==> src/rtl/seq_mult_pkg.sv <==
// Shared types for the shift-and-add multiplier.
// The FSM state encoding and iteration-counter sizing live here.
package seq_mult_pkg;

    typedef enum logic [1:0] {
        IDLE = 2'd0,
        CALC = 2'd1,
        DONE = 2'd2
    } state_t;

    localparam int DEF_WIDTH = 8;

    function automatic int cnt_w(input int width);
        return $clog2(width + 1);
    endfunction

endpackage

==> src/rtl/seq_multiplier_add_nbit.sv <==
// Ripple adder with carry-out used for the per-iteration add step.
// It is the N-bit generalisation of the half-adder cell.
module add_nbit #(
    parameter int WIDTH = 8
) (
    input  logic [WIDTH-1:0] x,
    input  logic [WIDTH-1:0] y,
    output logic [WIDTH-1:0] sum,
    output logic             cout
);

    logic [WIDTH:0] full;

    assign full = {1'b0, x} + {1'b0, y};
    assign sum  = full[WIDTH-1:0];
    assign cout = full[WIDTH];

endmodule

==> src/rtl/seq_multiplier.sv <==
// Sequential shift-and-add multiplier with start/busy/done handshake.
// Define MULT_SIGNED_EN for two's-complement operands and product.
module seq_multiplier
    import seq_mult_pkg::*;
#(
    parameter int WIDTH = DEF_WIDTH
) (
    input  logic               clk,
    input  logic               rst_n,
    input  logic               start,
    input  logic [WIDTH-1:0]   a,
    input  logic [WIDTH-1:0]   b,
    output logic               busy,
    output logic               done,
    output logic [2*WIDTH-1:0] p
);

    localparam int CW = cnt_w(WIDTH);

    state_t             state;
    logic [WIDTH-1:0]   mcand;
    logic [2*WIDTH-1:0] acc;
    logic [2*WIDTH-1:0] acc_nx;
    logic [2*WIDTH-1:0] prod;
    logic [CW-1:0]      cnt;
    logic [WIDTH-1:0]   addend;
    logic [WIDTH-1:0]   sum;
    logic [WIDTH-1:0]   a_ld;
    logic [WIDTH-1:0]   b_ld;
    logic               cout;
    logic               accept;
    logic               last;

    assign accept = start && (state != CALC);
    assign busy   = (state == CALC);
    assign addend = acc[0] ? mcand : '0;
    assign last   = (cnt == CW'(WIDTH - 1));

    add_nbit #(
        .WIDTH(WIDTH)
    ) u_add (
        .x   (acc[2*WIDTH-1:WIDTH]),
        .y   (addend),
        .sum (sum),
        .cout(cout)
    );

    // Carry re-enters at the top as the accumulator shifts right.
    assign acc_nx = {cout, sum, acc[WIDTH-1:1]};

`ifdef MULT_SIGNED_EN
    logic sign;

    // Magnitudes fit in WIDTH unsigned bits, including -2^(W-1).
    assign a_ld = a[WIDTH-1] ? -a : a;
    assign b_ld = b[WIDTH-1] ? -b : b;
    assign prod = sign ? -acc_nx : acc_nx;

    always_ff @(posedge clk or negedge rst_n) begin
        if (!rst_n) begin
            sign <= 1'b0;
        end else if (accept) begin
            sign <= a[WIDTH-1] ^ b[WIDTH-1];
        end
    end
`else
    assign a_ld = a;
    assign b_ld = b;
    assign prod = acc_nx;
`endif

    always_ff @(posedge clk or negedge rst_n) begin
        if (!rst_n) begin
            state <= IDLE;
            mcand <= '0;
            acc   <= '0;
            cnt   <= '0;
            p     <= '0;
            done  <= 1'b0;
        end else begin
            done <= 1'b0;
            unique case (state)
                CALC: begin
                    acc <= acc_nx;
                    cnt <= cnt + 1'b1;
                    if (last) begin
                        state <= DONE;
                        p     <= prod;
                        done  <= 1'b1;
                    end
                end
                IDLE, DONE: begin
                    if (accept) begin
                        state <= CALC;
                        mcand <= a_ld;
                        acc   <= {{WIDTH{1'b0}}, b_ld};
                        cnt   <= '0;
                    end else begin
                        state <= IDLE;
                    end
                end
                default: state <= IDLE;
            endcase
        end
    end

endmodule

==> config.mk <==
export PLATFORM = sky130hd
export DESIGN_NAME = seq_multiplier
export DESIGN_NICKNAME = d
export VERILOG_FILES = /design/src/rtl/seq_mult_pkg.sv /design/src/rtl/seq_multiplier_add_nbit.sv /design/src/rtl/seq_multiplier.sv
export SDC_FILE = /design/constraint.sdc
export NUM_CORES = 1
export LEC_CHECK = 0
export ABC_AREA = 1
export CORE_MARGIN = 2
export CORE_UTILIZATION = 53
export DETAILED_ROUTE_END_ITERATION = 8
export GPL_TIMING_DRIVEN = 0
export PLACE_DENSITY = 0.84
export SYNTH_ARGS = -nofsm -noshare
export SYNTH_HDL_FRONTEND = slang
export SYNTH_SLANG_ARGS = --single-unit
==> constraint.sdc <==
create_clock -name clk -period 2.7 [get_ports clk]
set_clock_uncertainty 0.1 [all_clocks]
set_input_delay 0.54 -clock clk [delete_from_list [all_inputs] [get_ports clk]]
set_output_delay 0.54 -clock clk [all_outputs]
set_load 0.01 [all_outputs]
# After elaboration in Yosys (flattened, before gate mapping)
# Index checks and enable logic that the tools add are counted.
# word_totals
ff_bits,47
input_bits,19
output_inout_bits,18
word_cells,31
# classes
n_addsub,2
eq_ne,6
mux,10
reduce_logical,7
# op_table
operator,n
$pmux 16 s2,1
$mux 16,1
$add 8x8->9,1
$mux 8,1
$pmux 4 s2,1
$reduce_and 2->1,3
$add 4x1->4 const B,1
$eq 4x3->1 const B,1
$mux 4,1
$ne 2x1->1 const B,2
$pmux 2 s2,1
$mux 1,3
$eq 2x1->1 const B,1
$eq 2x2->1 const B,1
$logic_not 2->1,1
$mux 2,1
$ne 2x2->1 const B,1
$reduce_bool 2->1,1
$reduce_or 2->1,1
$logic_and 1x1->1,1

# Longest topological paths before layout
# logic_depth
depth_word,4
ltp_mapped,13
mapped_depth_nobuf,12

# Cells and area by module
# A second synthesis with hierarchy kept.
# unflattened
hier_cells,276
hier_area_um2,2471.1
# modules_own_cells
module,instances,cells_per_inst,area_each_um2,seq_area_each_um2
seq_multiplier,1,217,2094.5,1176.1
add_nbit,1,59,376.6,0.0

# Worst setup path before layout
# Ideal clock, no wire load.
# synth_path
path_type,register to register
from,reg acc[0]
to,reg acc[15]
setup_ps,117
arrival_ps,1663
required_ps,2483
path_slack_ps,820
path_stages_with_launch,14
path_buffers,1
period_less_slack_ps,1880
path_cell_list,dfrtp_1 clkbuf_1 nand2_1 inv_1 ha_1 fa_1 nand2_1 nand2_1 nand3_1 nand2_1 nand2_1 nand2_1 nand2_1 nand2_1
# synth_via
elab_chain_cells,3
# synth_lines
element,line_no,text
from (decl),seq_multiplier.sv:22,logic [2*WIDTH-1:0] acc;
from (signal assigned),seq_multiplier.sv:84,acc <= acc_nx;
from (signal assigned),seq_multiplier.sv:96,"acc <= {{WIDTH{1'b0}}, b_ld};"
$mux 8,seq_multiplier.sv:36,assign addend = acc[0] ? mcand : '0;
$add 8x8->9,seq_multiplier_add_nbit.sv:14,"assign full = {1'b0, x} + {1'b0, y};"
$pmux 16 s2,seq_multiplier.sv:82,unique case (state)
# No other way between the ends.
# A chain may end at the register's enable or synchronous reset.

# Final worst setup path
# layout_path
from,reg state[0]
to,out busy
# layout_via
elab_chain_cells,1
# layout_lines
element,line_no,text
from (decl),seq_multiplier.sv:20,state_t state;
from (signal assigned),seq_multiplier.sv:74,state <= IDLE;
from (signal assigned),seq_multiplier.sv:87,state <= DONE;
from (signal assigned),seq_multiplier.sv:94,state <= CALC;
$eq 2x1->1,seq_multiplier.sv:35,assign busy = (state == CALC);
to (decl),seq_multiplier.sv:13,"output logic busy,"
# No other way between the ends.

==> metrics.cfg <==
[pwr]
leakagePower_nw=1.501
ir_worst_vdd_mv=0.4986
power_mw=3.655
power_density_nw_per_um2=1267

[logic_synthesis]
synth_nets=285
yosysWarnings=0
syn_avg_cell_area_sq_um=9.057
ys_seq_elements=47
syn_area_sq_um=2318
ys_types=28
syn_inst=256
seq_area_frac_synth_pct=50.73

[timing]
worst_pin_slew_ps=571.5
finalSetupTns_ps=0
setup_viol=0
fmax_mhz=442.2
period_share_pct=83.76
rsz0062_at_grt=no
slew_violations=0
hold_viol_final=0
relSlewSlack_pct=61.90
period_minus_slack_ps=2261

[grt]
grt.met1_usage_pct=27.11
grt_overflow_total=0
grt_pass1_wl_um=7948
grt.total_usage_pct=20.00
antenna_found_initial=0
grt_use_met3_pct=3.752
grt.busiest_layer=met2
grt_max_degree=25
met2_usage_pct=30.37
grt_pass1_vias=1819

[min_path]
hp-class=in2async

[cells_and_area]
drive_gt1_share_pct=13.62
layout_commonest_cell=nand2_1
diodes=0
final_cell_mix=nand2_1 (82), dfrtp_1 (47), clkdlybuf4s50_1 (35), inv_1 (29), nand3_1 (16)
nets=329
area_delta_synth_final_pct=24.39

[drt]
drtIter0Drc=119
vias=1817
drc=0
drtPass1Iterations=4
vias_per_cell=5.147
final_antenna_net_count=0
drt-total-wl_um=4379
wl_per_cell_um=12.41

[worst_setup_path]
startpoint_type=flop
timing.rr.start=acc[0]
critical_path.startpoint=state[0]
critPathRequiredTime_ps=2060
end_kind=primary output
path_class=reg2out
crit_fanout=10
critPathArrivalTime_ps=1620

[floorplanning]
num_io_pins=37
num_rows=24
start_util_pct=53.99
core_area_sq_um=4294
fp.dieH_um=70.14
die_w_um=70.14
die_area_sq_um=4920

[flow_run]
maxCapViolations=0

[clock_network]
path_clk_slew_ps=90
post_cts_resized=0
htree_levels=2
clk_latency_ps=300
numCtsBuffers=5
postCtsSetupBuffers=0
ctsHoldBuffers=0
clock_tree.root_cell=clkbuf_8
cts_tree=built
clkSinkCount=47
clockBufferDepth=2

[placed_design]
io_buffers=36
gp_congestion=0.8135
place_hpwl_um=3253

[outcome]
status=completed

## cell usage after synthesis
library cell,instances,area share (%)
a21oi_1,4,0.86
nor3_4,1,0.70
inv_4,1,0.27
dfrtp_1,47,51
o21ai_0,9,1.9
or2_2,2,0.54
nand2_4,1,0.49
fa_1,1,0.86
nand3b_1,2,0.65
mux2_2,8,3.9
nand2_2,3,0.81
ha_1,9,4.9
buf_6,3,1.5
nor3_1,1,0.22
a21o_1,2,0.65
nand2_1,82,13
nor2_1,10,1.6
a31oi_1,2,0.54
inv_1,29,4.7
buf_4,2,0.65
inv_2,1,0.16
o21ai_2,9,3.4
clkbuf_1,2,0.32
nand4_1,1,0.27
nand3_1,16,3.5
a22o_1,1,0.38
o211ai_1,6,1.9
xor2_1,1,0.38
## logic make-up (layout without fill, tap and decap cells)
kind of cell | Yosys count | count (layout) | share of synthesized area, %
compound gates | 33 | 33 | 9.714
xor+xnor | 1 | 1 | 0.3778
fa+ha+maj | 10 | 10 | 5.721
buf+inv | 38 | 83 | 7.555
flops | 47 | 47 | 50.73
mux | 8 | 8 | 3.886
simple gates | 119 | 119 | 22.02
## flip-flops by register name, indices dropped and copies added (netlist names)
| name | cells |
|---|---|
| state | 2 |
| done | 1 |
| mcand | 8 |
| acc | 16 |
| cnt | 4 |
| p | 16 |
## area by class of cell
cell class,count,area [sq um]
sequential,47,1176
timing repair buffer,37,382.9
buffer,7,56.30
clock buffer,6,82.58
inverter,31,118.9
fill,344,1410
tap,52,65.06
multi-input combinational,171,967.2
clock inverter,2,35.03
## critical path, stage by stage (launching register included)
cell and delay [ps]:
dfrtp_1 330, buf_4 150, nand2_4 90, inv_2 180
clkdlybuf4s50_1 570
## final timing paths
check | endpoint | slack (ps) | cells after the start
max | busy | 440 | 4
min in group clk | p[14] | 380 | 2
max reg2reg | acc[15] | 560 | 13
max in group asynchronous | mcand[7] | 1860 | 2
min | p[1] | 120 | 1
min reg2reg | p[14] | 380 | 2
## report_power, final
part / total (mW) / switching, mW / internal, mW
clock: 0.534 / 0.234 / 0.300
sequential: 1.21 / 0.168 / 1.04
combinational: 1.91 / 1.08 / 0.834
total: 3.66 / 1.48 / 2.18
## through the flow
| stage | cell area, sq um | setup WS (ps) | util [%] | hold WS (ps) | cells |
|---|---|---|---|---|---|
| detailed placement | 2766 | 594.8 | 64.42 | 365.9 | 345 |
| global placement | 2744 | -248.9 | 63.90 | 364.4 | 344 |
| finish | 2884 | 438.6 | 67.16 | 118.9 | 353 |
| CTS | 2884 | 431.9 | 67.16 | 144.8 | 353 |
| floorplan | 2318 | 820.0 | - | 144.4 | 256 |
| global route | 2884 | 361.8 | 67.16 | 168.4 | 353 |
## metal layers
layer	wire length, um	part of all wire, %
met1	2040	47
met2	2002	46
met3	219	5.0
met4	117	2.7
met5	0	0
(Power assumes the default switching activity.)
